[src/rtl/ps2_host_tx.sv]
// ps2_host_tx: host-to-device PS/2 command transmitter.
// Inhibits the bus, issues request-to-send, shifts one byte plus
// odd parity on device-generated clock falls, then checks the ack bit.
// Optional ack timeout: define PS2_TX_TIMEOUT_EN.
// Ports:
//   clk_clk, reset_reset_n       : system clock, async active-low reset
//   tx_data/tx_valid/tx_ready    : byte request handshake
//   tx_done/tx_error             : one-cycle outcome pulses
//   tx_busy                      : transfer in progress (receiver ignores bus)
//   ps2_clk_i/ps2_dat_i          : asynchronous pad inputs
//   ps2_clk_oe/ps2_dat_oe        : 1 = pull the open-drain line low
module ps2_host_tx #(
  parameter int CLK_FREQ_HZ = 50000000,
  parameter int INHIBIT_US  = 120,
  parameter int TIMEOUT_US  = 15000,
  parameter int FILTER_LEN  = 8
) (
  input  logic       clk_clk,
  input  logic       reset_reset_n,
  input  logic [7:0] tx_data,
  input  logic       tx_valid,
  output logic       tx_ready,
  output logic       tx_done,
  output logic       tx_error,
  output logic       tx_busy,
  input  logic       ps2_clk_i,
  input  logic       ps2_dat_i,
  output logic       ps2_clk_oe,
  output logic       ps2_dat_oe
);

  localparam int CYC_US  = CLK_FREQ_HZ / 1000000;
  localparam int INH_CYC = CYC_US * INHIBIT_US;
  localparam int INH_W   = $clog2(INH_CYC);
  localparam int FLT_W   = $clog2(FILTER_LEN + 1);
  localparam int TMO_CYC = CYC_US * TIMEOUT_US;

  typedef enum logic [2:0] {
    IDLE, INHIBIT, RTS, ACK, WAIT_IDLE
  } state_t;

  state_t     state, state_n;
  logic [INH_W-1:0] cnt, cnt_n;
  logic [8:0] shreg, shreg_n;
  logic [3:0] bit_cnt, bit_n;
  logic       dat_oe, dat_oe_n;
  logic       ok, ok_n;
  logic       done_p, err_p;

  logic       clk_m, clk_s, dat_m, dat_s;
  logic       clk_f, clk_fd;
  logic [FLT_W-1:0] flt_cnt;
  logic       fall;

`ifdef PS2_TX_TIMEOUT_EN
  localparam int TMO_W = $clog2(TMO_CYC);
  logic [TMO_W-1:0] tmo, tmo_n;
`else
  logic unused_tmo;
  assign unused_tmo = (TMO_CYC == 0);
`endif

  always_ff @(posedge clk_clk or negedge reset_reset_n) begin
    if (!reset_reset_n) begin
      clk_m   <= 1'b1;
      clk_s   <= 1'b1;
      dat_m   <= 1'b1;
      dat_s   <= 1'b1;
      clk_f   <= 1'b1;
      clk_fd  <= 1'b1;
      flt_cnt <= '0;
    end else begin
      clk_m  <= ps2_clk_i;
      clk_s  <= clk_m;
      dat_m  <= ps2_dat_i;
      dat_s  <= dat_m;
      clk_fd <= clk_f;
      if (clk_s == clk_f) begin
        flt_cnt <= '0;
      end else if (flt_cnt == FLT_W'(FILTER_LEN - 1)) begin
        clk_f   <= clk_s;
        flt_cnt <= '0;
      end else begin
        flt_cnt <= flt_cnt + 1'b1;
      end
    end
  end

  assign fall = clk_fd & ~clk_f;

  always_ff @(posedge clk_clk or negedge reset_reset_n) begin
    if (!reset_reset_n) begin
      state   <= IDLE;
      cnt     <= '0;
      shreg   <= '0;
      bit_cnt <= '0;
      dat_oe  <= 1'b0;
      ok      <= 1'b0;
`ifdef PS2_TX_TIMEOUT_EN
      tmo     <= '0;
`endif
    end else begin
      state   <= state_n;
      cnt     <= cnt_n;
      shreg   <= shreg_n;
      bit_cnt <= bit_n;
      dat_oe  <= dat_oe_n;
      ok      <= ok_n;
`ifdef PS2_TX_TIMEOUT_EN
      tmo     <= tmo_n;
`endif
    end
  end

  always_comb begin
    state_n  = state;
    cnt_n    = cnt;
    shreg_n  = shreg;
    bit_n    = bit_cnt;
    dat_oe_n = dat_oe;
    ok_n     = ok;
    done_p   = 1'b0;
    err_p    = 1'b0;
    unique case (state)
      IDLE: begin
        dat_oe_n = 1'b0;
        if (tx_valid) begin
          state_n = INHIBIT;
          cnt_n   = '0;
          shreg_n = {~^tx_data, tx_data};
          bit_n   = '0;
        end
      end
      INHIBIT: begin
        cnt_n = cnt + 1'b1;
        // start bit goes out during the last inhibit cycle
        if (cnt == INH_W'(INH_CYC - 2))
          dat_oe_n = 1'b1;
        if (cnt == INH_W'(INH_CYC - 1))
          state_n = RTS;
      end
      RTS: begin
        if (fall) begin
          bit_n = bit_cnt + 4'd1;
          if (bit_cnt == 4'd9) begin
            dat_oe_n = 1'b0;
            state_n  = ACK;
          end else begin
            dat_oe_n = ~shreg[0];
            shreg_n  = {1'b0, shreg[8:1]};
          end
        end
      end
      ACK: begin
        if (fall) begin
          ok_n    = ~dat_s;
          state_n = WAIT_IDLE;
        end
      end
      WAIT_IDLE: begin
        if (clk_f && dat_s) begin
          done_p  = ok;
          err_p   = ~ok;
          state_n = IDLE;
        end
      end
      default: state_n = IDLE;
    endcase
`ifdef PS2_TX_TIMEOUT_EN
    tmo_n = '0;
    if (state == RTS || state == ACK) begin
      tmo_n = tmo + 1'b1;
      if (tmo == TMO_W'(TMO_CYC - 1)) begin
        dat_oe_n = 1'b0;
        err_p    = 1'b1;
        state_n  = IDLE;
      end
    end
`endif
  end

  assign tx_ready   = (state == IDLE);
  assign tx_busy    = (state != IDLE);
  assign tx_done    = done_p;
  assign tx_error   = err_p;
  assign ps2_clk_oe = (state == INHIBIT);
  assign ps2_dat_oe = dat_oe;

endmodule

[config.mk]
export PLATFORM = sky130hd
export DESIGN_NAME = ps2_host_tx
export DESIGN_NICKNAME = d
export VERILOG_FILES = /design/src/rtl/ps2_host_tx.sv
export SDC_FILE = /design/constraint.sdc
export NUM_CORES = 1
export LEC_CHECK = 0
export BUFFER_PORTS_ARGS = -buffer_cell sky130_fd_sc_hd__buf_2
export CORE_ASPECT_RATIO = 1.25
export CORE_MARGIN = 2
export CORE_UTILIZATION = 55
export DETAILED_ROUTE_END_ITERATION = 8
export PLACE_DENSITY = 0.75
export SYNTH_ARGS = -nofsm -noshare
export SYNTH_HDL_FRONTEND = slang
export SYNTH_SLANG_ARGS = --single-unit
[constraint.sdc]
create_clock -name clk_clk -period 2.27 [get_ports clk_clk]
set_input_delay 0.227 -clock clk_clk [delete_from_list [all_inputs] [get_ports clk_clk]]
set_output_delay 0.227 -clock clk_clk [all_outputs]
set_load 0.005 [all_outputs]
==> results of run 1 <==
## state kept, by name, indices dropped and copies added, names as in the netlist
register,cells
cnt,13
ok,1
clk_s,1
dat_s,1
clk_fd,1
clk_f,1
ps2_dat_oe,1
state,3
dat_m,1
bit_cnt,4
clk_m,1
shreg,9
flt_cnt,4
## final cells by class
cell class              instances  area, sq um
fillers                       300         1410
repair buffers                 20          105
flip-flops and latches         41         1030
clock buffers                   5         68.8
multi-input cells             139         1030
well taps                      40         50.0
clock inverters                 3         17.5
inverters                      10         38.8
## power groups by stage
stage / clock, mW / sequential (mW) / combinational (mW)
finish: 0.466 / 0.832 / 0.169
global route: 0.502 / 0.842 / 0.190
CTS: 0.476 / 0.832 / 0.172
detailed placement: 0 / 0.846 / 0.171
global placement: 0 / 0.841 / 0.162
floorplan: 0 / 0.834 / 0.120
## through the flow
stage	cells	util, %	worst slack, ns	area (sq um)	power [mW]
2_1_floorplan	195	-	0.445	2130	0.955
3_3_place_gp	250	60.1	0.376	2250	1.00
3_5_place_dp	250	60.1	0.304	2250	1.02
4_1_cts	258	62.4	0.300	2340	1.48
5_1_grt	258	62.4	0.180	2340	1.53
6_report	258	62.4	0.286	2340	1.47
## cell families after synthesis
group                      after synthesis
adders and majority gates                5
xor gates and xnor gates                11
and+or+nand+nor                         62
muxes                                   23
DFF                                     41
AOI/OAI and AO/OA                       38
buffers and inverters                   15
## how the worst max path moves through the flow
| stage | startpoint | endpoint | slack [ns] | depth (start not counted) |
|---|---|---|---|---|
| floorplan | state[2]$_DFFE_PN0P_ | shreg[0]$_DFFE_PN0P_ | 0.44 | 6 |
| global placement | state[2]$_DFFE_PN0P_ | shreg[5]$_DFFE_PN0P_ | 0.38 | 5 |
| detailed placement | state[2]$_DFFE_PN0P_ | shreg[6]$_DFFE_PN0P_ | 0.30 | 5 |
| CTS | state[2]$_DFFE_PN0P_ | shreg[3]$_DFFE_PN0P_ | 0.30 | 5 |
| global route | state[0]$_DFFE_PN0P_ | cnt[12]$_DFFE_PN0P_ | 0.18 | 5 |
| finish | state[2]$_DFFE_PN0P_ | shreg[3]$_DFFE_PN0P_ | 0.29 | 5 |
## cell usage after synthesis (all sizes together), types with 5 or more instances
master and number:
a21oi 9, nand2 17, mux2 18, dfrtp 35, nor2 8, and3 5
mux2i 5, buf 5, nand3 10, xnor2 8, o21ai 15, dfstp 6
inv 9, ha 5
## layer usage
layer	vias up	global-route usage [%]	part of all wire, %
li1	741	-	-
met1	752	25.4	42
met2	52	32.4	51
met3	8	5.81	5.1
met4	0	8.15	1.5
met5	-	0	0
## placed cells by master, fill, tap and decap left out, types with 2 or more instances in the layout
master and instances:
dfrtp_1 35, buf_2 18, nand2_1 16, o21ai_0 14, nand3_1 10, mux2_2 10, a21oi_1 9, inv_1 8
xnor2_1 8, nor2_1 8, mux2_4 8, dfstp_2 6, and3_1 5, mux2i_1 5, ha_1 5, clkbuf_8 5
clkinv_2 3, nor2b_1 3, nor3_1 3, xor2_1 3, o22ai_1 3, nand4_1 3, nor4_1 2, a21o_1 2
o21a_1 2, and2_1 2, a31oi_1 2, buf_4 2
==> results.ini, run 1 <==
[outcome]
status = complete, no violations

[worst_setup_path]
slowest_delay_ns = 0.51
worst-r2r-cell-count = 5
cp_max_fo = 11
worstSetupPathType = reg2reg
r2r_setup_slack_ns = 0.29
crit_path_start_kind = flip-flop
cp-end-kind = flip-flop
timing.rr.end = shreg[3]$_DFFE_PN0P_
crit_path_cell_trace = or3_4 > clkinv_2 > nand2_4 > a22oi_4 > mux2_4
arrival_ns = 2.17
crit_family = simple AND/OR/NAND/NOR gates
worstReg2RegStart = state[2]$_DFFE_PN0P_
worst_ep_required_time_ns = 2.45
critPathBufInv = 1
cp_slowest_cell = dfrtp_1

[layout]
num_antenna_cells = 0
layout-drive-gt1-share_pct = 26.6
nets = 235
syn_to_final_growth_pct = 9.74

[power_and_ir_drop]
powerDensity_nw_per_um2 = 627
p_leak_nw = 1.07
power.switching_uw = 384
p_int_mw = 1.08
pwr-share-clk_pct = 31.8
power_frac_seq_pct = 56.7
switching_share_pct = 26.2
vdd_drop_max_mv = 0.547
combPwrFrac_pct = 11.5

[die]
initial_core_util_pct = 56.8
core-area_sq_um = 3750
dieArea_sq_um = 4400
ioPinCount = 19
die_y_microns = 73.6
std_cell_rows = 25
die_w_microns = 59.7

[clock_tree]
clockBufferDepth = 2
cts_setup_buffers = 0
cts_root_buffer = clkbuf_8
clock_sinks = 41
insertion_delay_ns = 0.29
ctsHoldBuffers = 0
cts_tree = built
path_clk_slew_ns = 0.08
htree_levels = 2
cts-resized-gates = 0
cts_buffers = 5

[synthesis]
synth_xor_area_share_pct = 4.52
synth_cells = 195
synthArstFlopShare_pct = 100
syn_avg_cell_area_sq_um = 10.9
synth_mux_area_share_pct = 13.3
yosys_most_used_dff = dfrtp_1
synthDistinctLibCells = 45
ys_ff_latch = 41
synthTopCellsByArea = dfrtp_1 (41%), dfstp_2 (7.4%), mux2_4 (5.6%), mux2_2 (5.3%), o21ai_0 (3.3%)
yosysSeqAreaShare_pct = 48.4
synth.largest_area_cell = dfrtp_1
mappedNetlistNets = 213
synth_adder_area_share_pct = 2.93
yosys_warnings = 0
synth_top_cell_area_share_pct = 41.1
synthSimpleGateAreaFrac_pct = 16.4
synth_top_family_by_area = simple AND/OR/NAND/NOR gates
synth_compound_area_share_pct = 11.1
synth_edf_count = 0
synth_area_sq_um = 2130

[grt]
overflow = 0
grt_pass1_wl_microns = 6710
grt_pass1_vias = 1490
antenna_found_initial = 0
grt_max_degree = 42
grt_usage_pct = 20.2

[sta]
fin_setup_tns_ns = 0
slew_headroom_pct = 40.3
rsz0062_at_grt = false
fin_crit_ns = 1.98
maxClockFrequency_mhz = 504
clock_skew_ns = 0.00537
worst_slew_pin_slew_ns = 0.896
layout_worst_path_cycle_share_pct = 87.4
hold_violations = 0
setup_viol = 0
hold_ws_ns = 0.0285
finalMaxSlewViolations = 0

[min_path]
hold_depth = 1
worst_hold_path_type = in2reg
min_from = ps2_dat_i
holdPathEnd = dat_m$_DFF_PN1_

[drt]
drc = 0
first_pass_iters = 5
drt-initial-drc-count = 119
ant_nets = 0
vias = 1553
via_per_inst = 6.02
wl_microns = 4000
wire_per_inst_microns = 15.5

[placement]
place.gp.congestion = 0.877
dp_hpwl_microns = 2870
portBuffers = 18

[run]
drv_cap = 0

Power figures use the tool's default switching activity.
==> inputs of run 2 (changes only) <==
--- a/config.mk
+++ b/config.mk
@@ -11,6 +11,7 @@
 export CORE_UTILIZATION = 55
 export DETAILED_ROUTE_END_ITERATION = 8
 export PLACE_DENSITY = 0.75
+export SKIP_CTS_REPAIR_TIMING = 1
 export SYNTH_ARGS = -nofsm -noshare
 export SYNTH_HDL_FRONTEND = slang
 export SYNTH_SLANG_ARGS = --single-unit
==> constraint.sdc (replaced) <==
create_clock -name clk_clk -period 2.2 [get_ports clk_clk]
set_input_delay 0.22 -clock clk_clk [delete_from_list [all_inputs] [get_ports clk_clk]]
set_output_delay 0.22 -clock clk_clk [all_outputs]
set_load 0.005 [all_outputs]
==> run 2 against run 1 <==
Net effect:
- die area unchanged
- total power grew 13%
- worst hold slack got worse by 0.0049 ns
- worst setup slack lost 0.088 ns
- sequential share of layout area down 0.56 points
- routed wire length grew 3.6%
- global-route usage increased by 1.9 points
- first-iteration DRC count is 24% lower
- cell area is 1.3% higher
- utilization increased by 0.80 points
- highest routed layer unchanged
- sequential power is 3.4% higher
==> results.ini, run 2 (synthesized netlist as in run 1, its figures left out) <==
[clock_tree]
htree_levels = 2
cts_tree = built
path_clk_slew_ns = 0.07
insertion_delay_ns = 0.29
cts_buffers = 5
cts_root_buffer = clkbuf_8
clockBufferDepth = 2
clock_sinks = 41

[sta]
fin_crit_ns = 2.00
hold_ws_ns = 0.0236
setup_slack_ns = 0.197
hold_violations = 0
layout_worst_path_cycle_share_pct = 91.0
maxClockFrequency_mhz = 499
worst_slew_pin_slew_ns = 0.891
setup_viol = 0
clock_skew_ns = 0.00964
rsz0062_at_grt = false
fin_setup_tns_ns = 0
finalMaxSlewViolations = 0
slew_headroom_pct = 40.6

[worst_setup_path]
worst-r2r-cell-count = 5
arrival_ns = 2.18
crit_path_start_kind = flip-flop
worstReg2RegStart = state[2]$_DFFE_PN0P_
r2r_setup_slack_ns = 0.20
worstSetupPathType = reg2reg
timing.rr.end = shreg[1]$_DFFE_PN0P_
cp_max_fo = 11
cp-end-kind = flip-flop
worst_ep_required_time_ns = 2.37

[die]
die_w_microns = 59.7
initial_core_util_pct = 56.8
std_cell_rows = 25
ioPinCount = 19
die_y_microns = 73.6
core-area_sq_um = 3750
dieArea_sq_um = 4400

[layout]
top_regs = cnt x13, shreg x9
layout_commonest_cell = dfrtp_1
syn_to_final_growth_pct = 11.1
num-fill-cells = 314
largest_register_ffs = 13
num_antenna_cells = 0
layout-drive-gt1-share_pct = 26.1
final_cell_mix = dfrtp_1 (35), buf_2 (18), nand2_1 (16)
fin_util_pct = 63.2
nets = 235
regMostFlops = cnt

[grt]
antenna_found_initial = 0
grt_max_degree = 42
overflow = 0
grt_usage_pct = 22.1
grt_pass1_vias = 1619
grt_pass1_wl_microns = 7340

[placement]
dp_slack_ns = 0.207
portBuffers = 18
place.gp.congestion = 0.926
dp_hpwl_microns = 3040

[run]
drv_cap = 0

[drt]
drc = 0
via_per_inst = 5.97
first_pass_iters = 5
wire_per_inst_microns = 16.1
ant_nets = 0
wl_microns = 4150
vias = 1540
drt-initial-drc-count = 90

[power_and_ir_drop]
powerDensity_nw_per_um2 = 698
p_leak_nw = 1.09
vdd_drop_max_mv = 0.515

[min_path]
min_from = ps2_clk_i
hold_depth = 1
worst_hold_path_type = in2reg
holdPathEnd = clk_m$_DFF_PN1_

[outcome]
status = complete, no violations

[run 2: cell count changes in the layout (fill, tap and decap cells not counted)]
cell,previous run,this run
bufinv_16,0,1
clkinv_2,3,1
clkbuf_8,5,6
clkbuf_1,0,1
clkinvlp_4,1,0
[run 2: worst max path at each step]
stage                     slack (ns)                  from  depth (start not counted)              endpoint
after floorplan                 0.37  state[2]$_DFFE_PN0P_                          6  shreg[0]$_DFFE_PN0P_
after global placement          0.31  state[2]$_DFFE_PN0P_                          5  shreg[5]$_DFFE_PN0P_
after detailed placement        0.21  state[2]$_DFFE_PN0P_                          5  shreg[1]$_DFFE_PN0P_
after CTS                       0.20  state[2]$_DFFE_PN0P_                          5  shreg[1]$_DFFE_PN0P_
after global routing            0.11  state[0]$_DFFE_PN0P_                          5   cnt[12]$_DFFE_PN0P_
final                           0.20  state[2]$_DFFE_PN0P_                          5  shreg[1]$_DFFE_PN0P_
[run 2: layout make-up]
cell class,count,area (sq um),area share (%)
multi-input cells,139,1030,43.3
inverters,10,38.8,1.64
well taps,40,50.0,2.11
flip-flops and latches,41,1030,43.6
clock buffers,7,86.3,3.64
clock inverters,1,30.0,1.27
repair buffers,20,105,4.43
[run 2: metal layers]
layer / wire length (microns) / part of all wire (%) / up-vias / track usage (%)
met1: 1720 / 41 / 756 / 27.3
met4: 110 / 2.7 / 0 / 10.4
li1: - / - / 734 / -
met2: 2170 / 52 / 41 / 36.5
met3: 143 / 3.4 / 9 / 4.58
met5: 0 / 0 / - / 0
[run 2: per-stage QoR]
step / area (sq um) / power [mW] / std cells
floorplan: 2130 / 0.985 / 195
global placement: 2250 / 1.03 / 250
detailed placement: 2250 / 1.05 / 250
CTS: 2370 / 1.68 / 258
global route: 2370 / 1.74 / 258
finish: 2370 / 1.66 / 258
[run 2: report_power, final]
group,total (mW),internal [mW],switching [mW]
sequential,0.860,0.818,0.0420
clock,0.617,0.370,0.247
combinational,0.178,0.0822,0.0961
total,1.66,1.27,0.385
[run 2: worst max-delay path: stages, from the launching register on]
cell and delay, ns:
dfrtp_1 0.51, or3_4 0.45, clkinv_2 0.09, nand2_4 0.10, a22oi_4 0.39, mux2_4 0.35
